## src/rtl/lsu_axi_bridge_pkg.sv

```systemverilog
// lsu_axi_bridge_pkg
// Shared types and constants for the LSU-to-AXI4-Lite bridge:
//   state_t          bridge controller states
//   OKAY..DECERR     AXI response codes
//   AXI_SIZE_*       AXI transfer size encodings
//   lsu_to_axi_size  maps the LSU 2-bit io_size onto an AXI size
// Optional feature macro used by the bridge: LSU_AXI_BRIDGE_ERR_EN.

package lsu_axi_bridge_pkg;

    typedef enum logic [2:0] {
        IDLE    = 3'd0,
        RD_ADDR = 3'd1,
        RD_DATA = 3'd2,
        WR_REQ  = 3'd3,
        WR_RESP = 3'd4,
        RESP    = 3'd5
    } state_t;

    localparam logic [1:0] OKAY   = 2'b00;
    localparam logic [1:0] EXOKAY = 2'b01;
    localparam logic [1:0] SLVERR = 2'b10;
    localparam logic [1:0] DECERR = 2'b11;

    localparam logic [2:0] AXI_SIZE_1B = 3'b000;
    localparam logic [2:0] AXI_SIZE_2B = 3'b001;
    localparam logic [2:0] AXI_SIZE_4B = 3'b010;

    // The LSU encodes word accesses as both 10 and 11.
    function automatic logic [2:0] lsu_to_axi_size(input logic [1:0] sz);
        logic [2:0] r;
        case (sz)
            2'b00:   r = AXI_SIZE_1B;
            2'b01:   r = AXI_SIZE_2B;
            default: r = AXI_SIZE_4B;
        endcase
        return r;
    endfunction

endpackage

```

## src/rtl/lsu_axi_bridge_if.sv

```systemverilog
// lsu_axi_bridge_if
// AXI4-Lite channel bundle between the bridge (master) and the interconnect
// (slave).
//   AW: awvalid/awready, awaddr[31:0], awsize[2:0]
//   W : wvalid/wready, wdata[31:0], wstrb[3:0]
//   B : bvalid/bready, bresp[1:0]
//   AR: arvalid/arready, araddr[31:0], arsize[2:0]
//   R : rvalid/rready, rdata[31:0], rresp[1:0]

interface lsu_axi_bridge_if;

    logic        awvalid;
    logic        awready;
    logic [31:0] awaddr;
    logic [2:0]  awsize;

    logic        wvalid;
    logic        wready;
    logic [31:0] wdata;
    logic [3:0]  wstrb;

    logic        bvalid;
    logic        bready;
    logic [1:0]  bresp;

    logic        arvalid;
    logic        arready;
    logic [31:0] araddr;
    logic [2:0]  arsize;

    logic        rvalid;
    logic        rready;
    logic [31:0] rdata;
    logic [1:0]  rresp;

    modport master (
        output awvalid, awaddr, awsize, input awready,
        output wvalid, wdata, wstrb, input wready,
        input bvalid, bresp, output bready,
        output arvalid, araddr, arsize, input arready,
        input rvalid, rdata, rresp, output rready
    );

    modport slave (
        input awvalid, awaddr, awsize, output awready,
        input wvalid, wdata, wstrb, output wready,
        output bvalid, bresp, input bready,
        input arvalid, araddr, arsize, output arready,
        output rvalid, rdata, rresp, input rready
    );

endinterface

```

## src/rtl/lsu_axi_bridge_aw_w_join.sv

```systemverilog
// axi_aw_w_join
// Issues AW and W together and lets each valid drop on its own handshake.
// Reports done in the cycle the second of the two handshakes completes
// (or both at once).
// Ports:
//   clock, reset        clock, synchronous active-low reset
//   start               one-cycle pulse: raise both valids next cycle
//   awready, wready     slave readies
//   awvalid, wvalid     registered valids
//   done                both channels accepted (combinational)

module axi_aw_w_join (
    input  logic clock,
    input  logic reset,
    input  logic start,
    input  logic awready,
    input  logic wready,
    output logic awvalid,
    output logic wvalid,
    output logic done
);

    logic aw_acc_q;
    logic w_acc_q;
    logic aw_done;
    logic w_done;

    // A channel counts as accepted once its handshake fires, including
    // the cycle in which it fires.
    assign aw_done = aw_acc_q | (awvalid & awready);
    assign w_done  = w_acc_q  | (wvalid  & wready);
    assign done    = aw_done & w_done;

    always_ff @(posedge clock) begin
        if (!reset) begin
            awvalid  <= 1'b0;
            wvalid   <= 1'b0;
            aw_acc_q <= 1'b0;
            w_acc_q  <= 1'b0;
        end else begin
            awvalid  <= start | (awvalid & ~awready);
            wvalid   <= start | (wvalid & ~wready);
            aw_acc_q <= aw_done & ~done;
            w_acc_q  <= w_done & ~done;
        end
    end

endmodule

```

## src/rtl/lsu_axi_bridge.sv

```systemverilog
// lsu_axi_bridge
// Turns the LSU's single-outstanding io_* request/response port into an
// AXI4-Lite master. One request is latched in IDLE, the matching AXI read or
// write is run, and a one-cycle io_respValid pulse closes it. Addresses and
// data lanes pass through untouched.
// Ports:
//   clock, reset   clock, synchronous active-low reset
//   io_reqValid    one-cycle request pulse (ignored unless IDLE)
//   io_addr/size/wen/wdata/wmask  request fields
//   io_respValid   one-cycle completion pulse
//   io_rdata       last captured read word (held between reads)
//   io_err         error flag, valid with io_respValid
//   axi            AXI4-Lite master channels (lsu_axi_bridge_if.master)
// Macro LSU_AXI_BRIDGE_ERR_EN: when defined, a non-OKAY rresp/bresp raises
// io_err in the response cycle and a failed read returns zero data. When
// undefined, responses are ignored and io_err is tied low.

module lsu_axi_bridge
    import lsu_axi_bridge_pkg::*;
(
    input  logic             clock,
    input  logic             reset,
    input  logic             io_reqValid,
    output logic             io_respValid,
    input  logic [31:0]      io_addr,
    input  logic [1:0]       io_size,
    input  logic             io_wen,
    input  logic [31:0]      io_wdata,
    input  logic [3:0]       io_wmask,
    output logic [31:0]      io_rdata,
    output logic             io_err,
    lsu_axi_bridge_if.master axi
);

    state_t state_q;
    state_t state_d;
    logic   req_fire;
    logic   wr_start;
    logic   aw_w_done;
    logic   rd_fire;

    assign req_fire = (state_q == IDLE) && io_reqValid;
    assign wr_start = req_fire && io_wen;
    assign rd_fire  = (state_q == RD_DATA) && axi.rvalid;

    axi_aw_w_join u_aw_w_join (
        .clock   (clock),
        .reset   (reset),
        .start   (wr_start),
        .awready (axi.awready),
        .wready  (axi.wready),
        .awvalid (axi.awvalid),
        .wvalid  (axi.wvalid),
        .done    (aw_w_done)
    );

`ifdef LSU_AXI_BRIDGE_ERR_EN
    logic err_d;
    logic err_q;
    assign io_err = err_q;
`else
    logic unused_resp;
    assign unused_resp = ^{axi.rresp, axi.bresp};
    assign io_err      = 1'b0;
`endif

    always_comb begin
        state_d = state_q;
`ifdef LSU_AXI_BRIDGE_ERR_EN
        err_d   = 1'b0;
`endif
        case (state_q)
            IDLE:    if (io_reqValid) state_d = io_wen ? WR_REQ : RD_ADDR;
            RD_ADDR: if (axi.arready) state_d = RD_DATA;
            RD_DATA: if (axi.rvalid)  state_d = RESP;
            WR_REQ:  if (aw_w_done)   state_d = WR_RESP;
            WR_RESP: if (axi.bvalid)  state_d = RESP;
            RESP:    state_d = IDLE;
            default: state_d = IDLE;
        endcase
`ifdef LSU_AXI_BRIDGE_ERR_EN
        if (rd_fire) begin
            err_d = (axi.rresp != OKAY);
        end else if ((state_q == WR_RESP) && axi.bvalid) begin
            err_d = (axi.bresp != OKAY);
        end
`endif
    end

    // Handshake outputs are registered copies of the next-state decode, so
    // every output comes straight from a flop.
    always_ff @(posedge clock) begin
        if (!reset) begin
            state_q      <= IDLE;
            axi.arvalid  <= 1'b0;
            axi.rready   <= 1'b0;
            axi.bready   <= 1'b0;
            io_respValid <= 1'b0;
            io_rdata     <= '0;
            axi.araddr   <= '0;
            axi.arsize   <= '0;
            axi.awaddr   <= '0;
            axi.awsize   <= '0;
            axi.wdata    <= '0;
            axi.wstrb    <= '0;
`ifdef LSU_AXI_BRIDGE_ERR_EN
            err_q        <= 1'b0;
`endif
        end else begin
            state_q      <= state_d;
            axi.arvalid  <= (state_d == RD_ADDR);
            axi.rready   <= (state_d == RD_DATA);
            axi.bready   <= (state_d == WR_RESP);
            io_respValid <= (state_d == RESP);
`ifdef LSU_AXI_BRIDGE_ERR_EN
            err_q        <= err_d;
`endif
            if (req_fire) begin
                if (io_wen) begin
                    axi.awaddr <= io_addr;
                    axi.awsize <= lsu_to_axi_size(io_size);
                    axi.wdata  <= io_wdata;
                    axi.wstrb  <= io_wmask;
                end else begin
                    axi.araddr <= io_addr;
                    axi.arsize <= lsu_to_axi_size(io_size);
                end
            end
            if (rd_fire) begin
`ifdef LSU_AXI_BRIDGE_ERR_EN
                io_rdata <= (axi.rresp != OKAY) ? 32'h0 : axi.rdata;
`else
                io_rdata <= axi.rdata;
`endif
            end
        end
    end

endmodule
```

## src/flat_wrapper.sv

```systemverilog
// flat-port wrapper written by rule: the top's interface ports become plain ports
module lsu_axi_bridge_flat import lsu_axi_bridge_pkg::*;
  (clock, reset, io_reqValid, io_respValid, io_addr, io_size, io_wen, io_wdata, io_wmask, io_rdata, io_err, axi_awvalid, axi_awaddr, axi_awsize, axi_awready, axi_wvalid, axi_wdata, axi_wstrb, axi_wready, axi_bvalid, axi_bresp, axi_bready, axi_arvalid, axi_araddr, axi_arsize, axi_arready, axi_rvalid, axi_rdata, axi_rresp, axi_rready);
  lsu_axi_bridge_if axi_i ();
  input  logic clock;
  input  logic reset;
  input  logic io_reqValid;
  output logic io_respValid;
  input  logic [31:0] io_addr;
  input  logic [1:0] io_size;
  input  logic io_wen;
  input  logic [31:0] io_wdata;
  input  logic [3:0] io_wmask;
  output logic [31:0] io_rdata;
  output logic io_err;
  output wire logic [$bits(axi_i.awvalid)-1:0] axi_awvalid;
  output wire logic [$bits(axi_i.awaddr)-1:0] axi_awaddr;
  output wire logic [$bits(axi_i.awsize)-1:0] axi_awsize;
  input wire logic [$bits(axi_i.awready)-1:0] axi_awready;
  output wire logic [$bits(axi_i.wvalid)-1:0] axi_wvalid;
  output wire logic [$bits(axi_i.wdata)-1:0] axi_wdata;
  output wire logic [$bits(axi_i.wstrb)-1:0] axi_wstrb;
  input wire logic [$bits(axi_i.wready)-1:0] axi_wready;
  input wire logic [$bits(axi_i.bvalid)-1:0] axi_bvalid;
  input wire logic [$bits(axi_i.bresp)-1:0] axi_bresp;
  output wire logic [$bits(axi_i.bready)-1:0] axi_bready;
  output wire logic [$bits(axi_i.arvalid)-1:0] axi_arvalid;
  output wire logic [$bits(axi_i.araddr)-1:0] axi_araddr;
  output wire logic [$bits(axi_i.arsize)-1:0] axi_arsize;
  input wire logic [$bits(axi_i.arready)-1:0] axi_arready;
  input wire logic [$bits(axi_i.rvalid)-1:0] axi_rvalid;
  input wire logic [$bits(axi_i.rdata)-1:0] axi_rdata;
  input wire logic [$bits(axi_i.rresp)-1:0] axi_rresp;
  output wire logic [$bits(axi_i.rready)-1:0] axi_rready;
  assign axi_awvalid = axi_i.awvalid;
  assign axi_awaddr = axi_i.awaddr;
  assign axi_awsize = axi_i.awsize;
  assign axi_i.awready = axi_awready;
  assign axi_wvalid = axi_i.wvalid;
  assign axi_wdata = axi_i.wdata;
  assign axi_wstrb = axi_i.wstrb;
  assign axi_i.wready = axi_wready;
  assign axi_i.bvalid = axi_bvalid;
  assign axi_i.bresp = axi_bresp;
  assign axi_bready = axi_i.bready;
  assign axi_arvalid = axi_i.arvalid;
  assign axi_araddr = axi_i.araddr;
  assign axi_arsize = axi_i.arsize;
  assign axi_i.arready = axi_arready;
  assign axi_i.rvalid = axi_rvalid;
  assign axi_i.rdata = axi_rdata;
  assign axi_i.rresp = axi_rresp;
  assign axi_rready = axi_i.rready;
  lsu_axi_bridge u_core (.clock(clock), .reset(reset), .io_reqValid(io_reqValid), .io_respValid(io_respValid), .io_addr(io_addr), .io_size(io_size), .io_wen(io_wen), .io_wdata(io_wdata), .io_wmask(io_wmask), .io_rdata(io_rdata), .io_err(io_err), .axi(axi_i));
endmodule
```

## config.mk

```make
export PLATFORM = sky130hd
export DESIGN_NAME = lsu_axi_bridge_flat
export DESIGN_NICKNAME = d
export VERILOG_FILES = /design/src/rtl/lsu_axi_bridge_pkg.sv /design/src/rtl/lsu_axi_bridge_if.sv /design/src/rtl/lsu_axi_bridge_aw_w_join.sv /design/src/rtl/lsu_axi_bridge.sv /design/src/flat_wrapper.sv
export SDC_FILE = /design/constraint.sdc
export NUM_CORES = 1
export LEC_CHECK = 0
export BUFFER_PORTS_ARGS = -buffer_cell sky130_fd_sc_hd__buf_2
export CORE_ASPECT_RATIO = 0.6
export CORE_MARGIN = 8
export CORE_UTILIZATION = 45
export CTS_BUF_LIST = sky130_fd_sc_hd__clkbuf_16
export CTS_CLUSTER_DIAMETER = 30
export DETAILED_ROUTE_END_ITERATION = 8
export PLACE_DENSITY = 0.77
export RECOVER_POWER = 50
export SLEW_MARGIN = 30
export SYNTH_ARGS = -nofsm -noshare
export SYNTH_HDL_FRONTEND = slang
export SYNTH_SLANG_ARGS = --single-unit
```

## constraint.sdc

```tcl
create_clock -name clock -period 1.78 [get_ports clock]
set_input_delay 0.356 -clock clock [delete_from_list [all_inputs] [get_ports clock]]
set_output_delay 0.356 -clock clock [all_outputs]
set_load 0.005 [all_outputs]
```

# == Word level (Yosys, flattened, before mapping) ==
# Cells that the tools add are included.
# classes
n_reduce_logical,7
muxes,8
eq_ne,9
bitwise_logic,15
# op_table
operator,count
2-to-1 mux 3 bit,5
one-hot mux 3 bit (5 select lines),1
equality test 3 x 2 -> 1 bit (second input constant),3
equality test 3 bit (second input constant),3
AND 1 bit,7
equality test 3 x 1 -> 1 bit (second input constant),2
NOT 1 bit,4
bitwise OR 1 bit,4
one-hot mux 2 bit (2 select lines),1
AND reduction 2 bit,2
logical AND 1 bit,3
logical NOT 3 bit,1
equality test 2 x 1 -> 1 bit (second input constant),1
logical NOT 2 bit,1
2-to-1 mux 2 bit,1
# totals
in_bits,115
wordCells,55
register_bits,149
output_inout_bits,145

# == Longest topological paths before layout ==
# Gate-level depths: netlist of the first run.
# logic_depth
word_depth,6
ltp_mapped,7
ltp_nobuf,4

# == By module ==
# A second synthesis of the first run with hierarchy kept.
# hier_totals
cells_unflattened,672
area_unflattened_um2,5624.1
# modules_own_cells
module,cells_per_inst,area_each_um2,seq_area_each_um2,n_inst
lsu_axi_bridge,659,5475.3,2862.7,1
axi_aw_w_join,13,148.9,80.1,1

# == Worst setup path before layout of the first run ==
# Ideal clock, no wire load.
# synth_timing
kind,reg2reg
from,register u_core.state_q[1]
to,register u_core.io_rdata[10]
period_less_slack_ps,1354
t_arrival_ps,1238
stages_incl_launch_ff,8
setup_time_ps,116
path_slack_ps,426
n_path_buf,3
t_required_ps,1664
cell_sequence,dfxtp_1 -> buf_6 -> nand2_4 -> or3_1 -> buf_2 -> buf_6 -> nand2_1 -> a21boi_1
# synth_via
elab_chain_cells,2
# synth_rtl
element,line,rtl
from (decl),lsu_axi_bridge.sv:35,state_t state_q;
from (signal assigned),lsu_axi_bridge.sv:110,state_q <= state_d;
equality test 3 x 2 -> 1 bit,lsu_axi_bridge.sv:44,assign rd_fire = (state_q == RD_DATA) && axi.rvalid;
logical AND 1 bit,lsu_axi_bridge.sv:44,
to (signal assigned),lsu_axi_bridge.sv:133,io_rdata <= axi.rdata;
to (decl),lsu_axi_bridge.sv:30,"output logic [31:0] io_rdata,"
# Every way passes these cells.
# A chain may end at the register's enable or synchronous reset.

# == Worst setup path in the final report of the first run ==
# layout_timing
from,register u_core.state_q[2]
to,register u_core.axi.awaddr[18]
# layout_via
elab_chain_cells,3
# layout_rtl
element,line,rtl
logical NOT 3 bit,lsu_axi_bridge.sv:42,assign req_fire = (state_q == IDLE) && io_reqValid;
logical AND 1 bit,lsu_axi_bridge.sv:42,
AND reduction 2 bit (no source line),-,
to (signal assigned),lsu_axi_bridge.sv:120,axi.awaddr <= io_addr;
to (decl),lsu_axi_bridge_if.sv:37,"output awvalid, awaddr, awsize, input awready,"
# Every way passes these cells.

==> impl_metrics.csv, run 1 <==
group,metric,value,unit
outcome,outcome,"finished, final reports clean",
global_routing,grt_pass1_vias,5061,
floorplan,core,12700,µm²
worst_setup_path,crit_path_end_kind,"register",
global_routing,track_usage,0.188,
route,ant_nets,0,
synthesis,ys_seq_area_frac,0.508,
placement,globalplace.congestion,0.822,
route,topRoutingLayerUsed,"met4",
synthesis,netlist_instances,655,
placement,dp_hpwl,11800,µm
synthesis,ys_seq_elements,147,
sta,slew_violations,0,
sta,period_share,0.864,
floorplan,start_util,0.457,
route,wl_per_cell,15.0,µm
placement,dpl_cell_area,7110,µm²
route,met2WireLength,7000,µm
placement,io_buffer_count,252,
global_routing,grt_max_degree,56,
pwr,power.density,1100,nW/µm²
floorplan,fp.dieW,163,µm
worst_setup_path,crit_required,2110,ps
final_layout,area_delta_synth_final,31.0,%
worst_setup_path,cp_max_fo,38,
clock_network,htree_levels,4,
sta,setup_violations,0,
route,viasPerCell,4.71,
worst_setup_path,worstSetupPathType,"register to register",
global_routing,grt-ovfl-total,0,
worst_setup_path,worstPathArrival,1870,ps
synthesis,postSynthAreaPerCell,8.85,µm²
clock_network,numClockSinks,147,
synthesis,synth_cell_types,35,
pwr,switching_share,0.249,
global_routing,antenna_found_initial,0,
pwr,peakVddDrop,0.000577,V
sta,timing.fmax,0.650,GHz
synthesis,mappedNetlistArea,5800,µm²
sta,setup_tns,0,ps
sta,final_hold_viol_count,0,
worst_setup_path,start_kind,"register",
clock_network,ctsResizeCount,0,
pwr,internal_power,6.30,mW
route,dr.pass1.iters,5,
floorplan,die_h,104,µm
route,wl,16000,µm
route,drc,0,
final_layout,diodes,0,
synthesis,yosys_warnings,0,
clock_network,path_clk_slew,60,ps
sta,layout_min_cycle_time,1540,ps
final_layout,fin_area,7590,µm²
job,drv_cap,0,
floorplan,dieArea,16900,µm²
pwr,p_leak,2.99,nW
sta,finClkSkew,12.3,ps
route,wl_met3,1620,µm
pwr,clock_power_share,0.452,
sta,rsz0062_at_grt,"false",
route,num_vias,5044,
final_layout,drive_gt1_frac,0.239,
clock_network,postCtsSetupBuffers,0,
clock_network,cts_made_buffers,17,
clock_network,ctsHoldBuffers,0,
pwr,p_seq_frac,0.428,
clock_network,clockRootBuffer,"clkbuf_16",
global_routing,grt_pass1_wl,26000,µm
floorplan,io_pins,260,
floorplan,rows,32,
worst_hold_path,hold_class,"input pin to register",
clock_network,clock_latency,410,ps
clock_network,cts_tree,"yes",
pwr,power_switching,2.09,mW
route,dr.first_iter.drc_count,315,
final_layout,final_nets,1004,
pwr,pwr-share-comb,0.120,
clock_network,cts_buffer_depth,2,
route,wirelength_met1,7300,µm
-- critical path, stage by stage, from the launching register on --
cell and delay [ps]:
dfxtp_1 430, nor4b_4 330, and2_2 260, buf_12 210
nand2_1 80, a21boi_1 140
-- flip-flops by register name (all words and copies together), names as in the netlist, 2 cells and up --
register           flops
u_core.axi.araddr     32
u_core.axi.awaddr     32
u_core.axi.wdata      32
u_core.state_q         3
u_core.axi.wstrb       4
u_core.io_rdata       32
u_core.axi.awsize      2
u_core.axi.arsize      2
-- final timing paths --
check	start	end	slack, ps	cells past startpoint
max	u_core.state_q[2]	u_core.axi.awaddr[18]	240	5
min	io_wdata[5]	u_core.axi.wdata[5]	190	3
max reg2reg	u_core.state_q[2]	u_core.axi.awaddr[18]	240	5
min reg2reg	u_core.axi.araddr[29]	u_core.axi.araddr[29]	450	2
-- per-stage QoR --
stage / setup WS (ps) / total power, mW / cells / hold slack, ps / utilization
6_report: 242 / 8.38 / 1072 / 186 / 0.598
5_1_grt: 71.2 / 8.76 / 1072 / 171 / 0.598
4_1_cts: 198 / 8.52 / 1072 / 171 / 0.610
3_5_place_dp: 214 / 4.71 / 1040 / 442 / 0.560
3_3_place_gp: 229 / 4.70 / 1040 / 439 / 0.560
2_1_floorplan: 426 / 4.27 / 657 / 451 / -
-- kinds of logic after synthesis --
| kind of cell | after synthesis | synth area share |
|---|---|---|
| other | 1 | 0.000647 |
| AND/OR/NAND/NOR | 305 | 0.215 |
| buffers and inverters | 54 | 0.0633 |
| flip-flops | 147 | 0.508 |
| AO/OA/AOI/OAI | 146 | 0.209 |
| multiplexers | 2 | 0.00367 |
-- Yosys cell counts --
cell type | count | area [µm²]
mux2i_1 | 1 | 10.0
mux2_2 | 1 | 11.3
a21oi_1 | 2 | 10.0
or3_1 | 1 | 6.26
a221oi_1 | 1 | 8.76
conb_1 | 1 | 3.75
buf_6 | 13 | 146
a21boi_2 | 30 | 338
dfxtp_1 | 147 | 2940
o311ai_0 | 1 | 8.76
clkbuf_1 | 18 | 67.6
nor3_1 | 1 | 5.00
o32a_1 | 1 | 10.0
inv_1 | 1 | 3.75
clkbuf_8 | 3 | 41.3
a21oi_2 | 2 | 17.5
a21boi_1 | 101 | 758
and3b_1 | 1 | 8.76
nor2b_1 | 3 | 18.8
nand2b_1 | 5 | 31.3
nor3b_1 | 3 | 22.5
nor4b_1 | 1 | 8.76
and2_1 | 1 | 6.26
buf_2 | 14 | 70.1
nand2_1 | 276 | 1040
o22a_1 | 1 | 8.76
buf_4 | 5 | 37.5
nor4_2 | 1 | 12.5
nor4b_4 | 1 | 23.8
nor3_4 | 1 | 16.3
a21boi_0 | 7 | 52.6
nor2_1 | 7 | 26.3
nand3b_1 | 1 | 7.51
and2b_1 | 1 | 7.51
nand2_4 | 1 | 11.3
-- area by class of cell --
type / instances / area (µm²)
multi-input cells: 456 / 2490
repair buffers: 266 / 1310
well taps: 170 / 213
inverters: 1 / 3.75
fillers: 1216 / 5100
flip-flops and latches: 147 / 2940
clock inverters: 15 / 203
clock buffers: 17 / 425
-- per-layer routing --
metal / up-vias / global-route usage
li1: 2574 / -
met1: 2285 / 0.235
met2: 176 / 0.290
met3: 9 / 0.0830
met4: 0 / 0.0447
met5: - / 0
-- cell usage in the layout (no fill, tap or decap), types with 2 or more instances in the layout --
master,count
nor3b_1,3
nor2b_1,3
buf_12,7
nor2_1,7
bufinv_16,4
conb_1,3
clkinvlp_4,3
a21boi_2,30
a21oi_1,3
clkbuf_1,116
buf_1,2
clkbuf_16,17
inv_6,6
inv_1,3
dfxtp_1,147
nand2b_1,5
buf_2,133
a21boi_0,7
buf_4,8
nand2_1,275
a21boi_1,101
-- power groups by stage --
stage | clock network (mW) | registers (mW) | logic (mW)
final | 3.79 | 3.59 | 1.01
after global routing | 4.02 | 3.61 | 1.13
after CTS | 3.87 | 3.58 | 1.06
after detailed placement | 0 | 3.66 | 1.06
after global placement | 0 | 3.65 | 1.05
after floorplan | 0 | 3.67 | 0.608
Note: power is estimated with default switching activity, not from simulation.
==> inputs of run 2 (changes only) <==
--- a/config.mk
+++ b/config.mk
@@ -14,7 +14,9 @@
 export DETAILED_ROUTE_END_ITERATION = 8
 export PLACE_DENSITY = 0.77
 export RECOVER_POWER = 50
+export REMOVE_ABC_BUFFERS = 1
 export SLEW_MARGIN = 30
 export SYNTH_ARGS = -nofsm -noshare
 export SYNTH_HDL_FRONTEND = slang
 export SYNTH_SLANG_ARGS = --single-unit
+export TNS_END_PERCENT = 30
==> run 2 against run 1 <==
Fmax is 2.4% lower. Critical path type unchanged. Clock power shrank 6.1%. Clock skew down 2.0 ps. First-iteration DRC count down 5.7%. Sequential share of layout area increased by 0.15 points. Global-route usage is 0.65 points lower. Wire length fell by 2.5%. Critical path depth stayed put. Via count shrank 0.18%.
==> impl_metrics.csv, run 2 (same netlist as run 1, synthesis figures left out) <==
group,metric,value,unit
worst_setup_path,cp_max_fo,41,
sta,rsz0062_at_grt,"false",
route,num_vias,5035,
floorplan,die_h,104,µm
sta,layout_min_cycle_time,1580,ps
pwr,finalPower,8.15,mW
pwr,switching_share,0.249,
worst_setup_path,worstSetupPathType,"register to register",
pwr,power.density,1080,nW/µm²
global_routing,track_usage,0.181,
floorplan,io_pins,260,
final_layout,final_nets,1006,
worst_setup_path,crit_required,2120,ps
global_routing,use_met2,0.290,
sta,final_hold_viol_count,0,
clock_network,numClockSinks,147,
pwr,internal_power,6.12,mW
placement,dpl_cell_area,7130,µm²
global_routing,met1_usage,0.219,
route,dr.first_iter.drc_count,297,
final_layout,fill_cells,1246,
route,drc,0,
clock_network,postCtsSetupBuffers,0,
worst_hold_path,hold_class,"input pin to register",
clock_network,cts_made_buffers,17,
floorplan,core,12700,µm²
final_layout,layout_common_cells,"nand2_1, dfxtp_1, buf_2, clkbuf_1, a21boi_1",
floorplan,fp.dieW,163,µm
clock_network,path_clk_slew,60,ps
route,wl,15600,µm
pwr,pwr-share-comb,0.124,
sta,setup_violations,0,
final_layout,area_delta_synth_final,30.4,%
route,wl_per_cell,14.6,µm
clock_network,htree_levels,4,
global_routing,grt_max_degree,57,
global_routing,grt_pass1_vias,4927,
global_routing,grt_pass1_wl,25200,µm
global_routing,antenna_found_initial,1,
floorplan,dieArea,16900,µm²
clock_network,clockRootBuffer,"clkbuf_16",
sta,setup_ws,203,ps
clock_network,ctsResizeCount,0,
placement,place_ws,206,ps
clock_network,cts_tree,"yes",
global_routing,grt-ovfl-total,0,
placement,globalplace.congestion,0.769,
clock_network,cts_buffer_depth,2,
outcome,outcome,"finished, final reports clean",
sta,slew_violations,0,
route,viasPerCell,4.69,
pwr,p_leak,2.96,nW
global_routing,busiest_layer,"met2",
floorplan,start_util,0.457,
pwr,power_switching,2.03,mW
final_layout,regArea,2940,µm²
pwr,clock_power_share,0.436,
sta,finClkSkew,10.3,ps
worst_setup_path,start_kind,"register",
global_routing,grt_use_met3,0.0747,
final_layout,fin_area,7560,µm²
worst_setup_path,crit_path_end_kind,"register",
pwr,peakVddDrop,0.000575,V
worst_setup_path,worstPathArrival,1910,ps
route,dr.pass1.iters,4,
route,ant_nets,0,
placement,io_buffer_count,252,
floorplan,rows,32,
final_layout,final_common_cell,"nand2_1",
final_layout,multi_input_area,2490,µm²
clock_network,ctsHoldBuffers,0,
sta,period_share,0.886,
sta,timing.fmax,0.634,GHz
clock_network,clock_latency,400,ps
job,drv_cap,0,
final_layout,drive_gt1_frac,0.235,
pwr,p_seq_frac,0.439,
placement,dp_hpwl,11500,µm
-- run 2: cell count changes in the layout (fill, tap and decap cells not counted), moves of 2 or more --
cell and change:
clkinv_2 +2, clkbuf_1 +7, inv_6 -4, buf_4 +2, buf_1 -2, inv_1 -2
clkinv_4 +2, buf_2 -5
-- run 2: layer usage --
metal | part of all wire | vias to the layer above
li1 | - | 2578
met1 | 0.44 | 2304
met2 | 0.46 | 144
met3 | 0.090 | 9
met4 | 0.0088 | 0
met5 | 0 | -
-- run 2: metrics by stage --
stage,setup TNS [ps],std cells,hold WS (ps),utilization
final,0,1073,181,0.596
after global routing,0,1073,167,0.596
after CTS,0,1072,166,0.608
after detailed placement,0,1042,442,0.562
after global placement,0,1042,438,0.562
after floorplan,-42390,604,451,-
-- run 2: layout make-up --
class                           count  share of cell area
Inverter                            1            0.000497
Clock inverter                     13              0.0214
Antenna cell                        1            0.000331
Multi-Input combinational cell    456               0.330
Sequential cell                   147               0.389
Clock buffer                       17              0.0563
Tap cell                          170              0.0281
Timing Repair Buffer              268               0.174
-- run 2: power groups by stage --
stage	registers, mW	logic (mW)	clock network, mW
floorplan	3.68	0.453	0
global placement	3.64	1.06	0
detailed placement	3.65	1.07	0
CTS	3.58	1.07	3.63
global route	3.60	1.14	3.77
finish	3.58	1.01	3.56
-- run 2: worst paths after layout --
path	from	end	cells past startpoint	slack [ps]
setup / recovery	u_core.state_q[2]	u_core.axi.wdata[13]	5	200
hold / removal	io_wmask[3]	u_core.axi.wstrb[3]	3	180
setup reg to reg	u_core.state_q[2]	u_core.axi.wdata[13]	5	200
hold reg to reg	u_core.axi.awsize[0]	u_core.axi.awsize[0]	2	450
-- run 2: worst max-delay path, cell delays in order, from the launching register on --
cell      delay, ps
dfxtp_1         430
nor4b_4         340
and2_2          260
buf_12          230
nand2_1         100
a21boi_2        130
==> inputs of run 3 (changes only) <==
==> constraint.sdc (replaced) <==
create_clock -name clock -period 2 [get_ports clock]
set_input_delay 0.4 -clock clock [delete_from_list [all_inputs] [get_ports clock]]
set_output_delay 0.4 -clock clock [all_outputs]
set_load 0.005 [all_outputs]
==> run 3 against run 2 <==
Global-route usage rose by 0.24 points. Combinational power fell by 14%. Clock power fell by 13%. Utilization fell by 0.50 points. Critical path type unchanged. Largest cell class unchanged. Highest routed layer unchanged.
==> impl_metrics.csv, run 3 (same netlist as run 1, synthesis figures left out) <==
group,metric,value,unit
floorplan,dieArea,16900,µm²
final_layout,area_delta_synth_final,29.3,%
pwr,power.density,957,nW/µm²
sta,slew_headroom,0.294,
clock_network,htree_levels,4,
sta,finClkSkew,11.8,ps
pwr,pwr-share-comb,0.121,
outcome,outcome,"finished, final reports clean",
sta,layout_min_cycle_time,1720,ps
clock_network,cts_made_buffers,17,
global_routing,grt_use_met3,0.0708,
sta,timing.fmax,0.581,GHz
clock_network,postCtsSetupBuffers,0,
pwr,clock_power_share,0.433,
pwr,peakVddDrop,0.000557,V
sta,worst_pin_slew,1060,ps
pwr,switching_share,0.257,
sta,setup_ws,278,ps
final_layout,fin_area,7500,µm²
final_layout,final_common_cell,"nand2_1",
sta,rsz0062_at_grt,"false",
placement,dp_hpwl,11600,µm
clock_network,clockRootBuffer,"clkbuf_16",
route,num_vias,5047,
placement,io_buffer_count,252,
global_routing,grt-ovfl-total,0,
sta,setup_tns,0,ps
clock_network,path_clk_slew,60,ps
final_layout,layout_common_cells,"nand2_1, dfxtp_1, buf_2, clkbuf_1, a21boi_1",
clock_network,cts_buffer_depth,2,
route,wl,15700,µm
global_routing,grt_max_degree,70,
placement,place_ws,291,ps
sta,final_hold_viol_count,0,
worst_setup_path,cp_max_fo,27,
global_routing,busiest_layer,"met2",
clock_network,numClockSinks,147,
route,wl_per_cell,14.6,µm
floorplan,rows,32,
route,ant_nets,0,
route,viasPerCell,4.71,
sta,period_share,0.861,
pwr,p_leak,2.93,nW
job,drv_cap,0,
placement,dpl_cell_area,7080,µm²
route,dr.first_iter.drc_count,280,
route,drc,0,
pwr,p_seq_frac,0.446,
route,dr.pass1.iters,5,
worst_setup_path,worstSetupPathType,"register to register",
clock_network,cts_tree,"yes",
final_layout,final_nets,1004,
global_routing,track_usage,0.184,
final_layout,drive_gt1_frac,0.232,
global_routing,use_met2,0.301,
floorplan,die_h,104,µm
floorplan,fp.dieW,163,µm
pwr,power_switching,1.84,mW
worst_setup_path,crit_slowest_cell,"dfxtp_1",
clock_network,ctsResizeCount,0,
worst_setup_path,crit_path_end_kind,"register",
worst_setup_path,worstPathArrival,2050,ps
sta,setup_violations,0,
floorplan,core,12700,µm²
final_layout,diodes,0,
floorplan,io_pins,260,
final_layout,fill_cells,1214,
global_routing,grt_pass1_wl,25600,µm
global_routing,grt_pass1_vias,4968,
worst_setup_path,max_stage_delay,450,ps
worst_setup_path,crit_chain,"nor4b_4, and2_2, buf_4, nand2_1, a21boi_2",
clock_network,clock_latency,400,ps
global_routing,antenna_found_initial,0,
floorplan,start_util,0.457,
placement,globalplace.congestion,0.764,
pwr,internal_power,5.33,mW
worst_setup_path,crit_required,2330,ps
global_routing,met1_usage,0.221,
clock_network,ctsHoldBuffers,0,
final_layout,fin_util,0.591,
worst_hold_path,hold_class,"input pin to register",
worst_setup_path,start_kind,"register",
sta,slew_violations,0,
run 3: cell types whose count changed in the layout (fill, tap and decap cells not counted), sizes merged:
cell,before,now
clkbuf,140,143
clkinv,5,6
buf,145,140
bufinv,3,2
inv,3,6
diode,1,0
clkinvlp,3,2
run 3: routing by layer:
layer | vias to the layer above | wire length [µm]
met5 | - | 0
met4 | 0 | 146
met3 | 14 | 1380
met2 | 144 | 7140
met1 | 2315 | 7000
li1 | 2574 | -
run 3: cell type report:
| type | count | area, µm² | area share |
|---|---|---|---|
| well taps | 170 | 213 | 0.0284 |
| multi-input cells | 456 | 2500 | 0.333 |
| clock buffers | 17 | 425 | 0.0568 |
| inverters | 1 | 3.75 | 0.000501 |
| repair buffers | 266 | 1260 | 0.168 |
| flip-flops and latches | 147 | 2940 | 0.393 |
| clock inverters | 15 | 156 | 0.0209 |
run 3: worst paths after layout:
check | startpoint | depth (start not counted) | slack, ps | to
min reg2reg | u_core.axi.awaddr[29] | 2 | 450 | u_core.axi.awaddr[29]
min | io_wmask[3] | 3 | 230 | u_core.axi.wstrb[3]
max reg2reg | u_core.state_q[1] | 5 | 280 | u_core.axi.wdata[6]
max | u_core.state_q[1] | 5 | 280 | u_core.axi.wdata[6]
run 3: worst max-delay path, delay by kind of cell, from the launching register on:
kind	cells	cell delay, ps
buf+inv	1	310
flops	1	450
compound gates	1	130
simple gates	3	740
run 3: per-stage QoR:
step	hold slack, ps	cells	total power [mW]
after global placement	438	1040	4.16
after CTS	212	1072	7.28
after global routing	217	1072	7.51
after detailed placement	443	1040	4.18
final	226	1072	7.17
after floorplan	451	604	3.68
run 3: power by group through the flow:
stage	registers [mW]	logic (mW)	clock network, mW
after floorplan	3.28	0.404	0
after global placement	3.25	0.906	0
after detailed placement	3.26	0.916	0
after CTS	3.20	0.919	3.16
after global routing	3.23	0.977	3.31
final	3.20	0.868	3.10
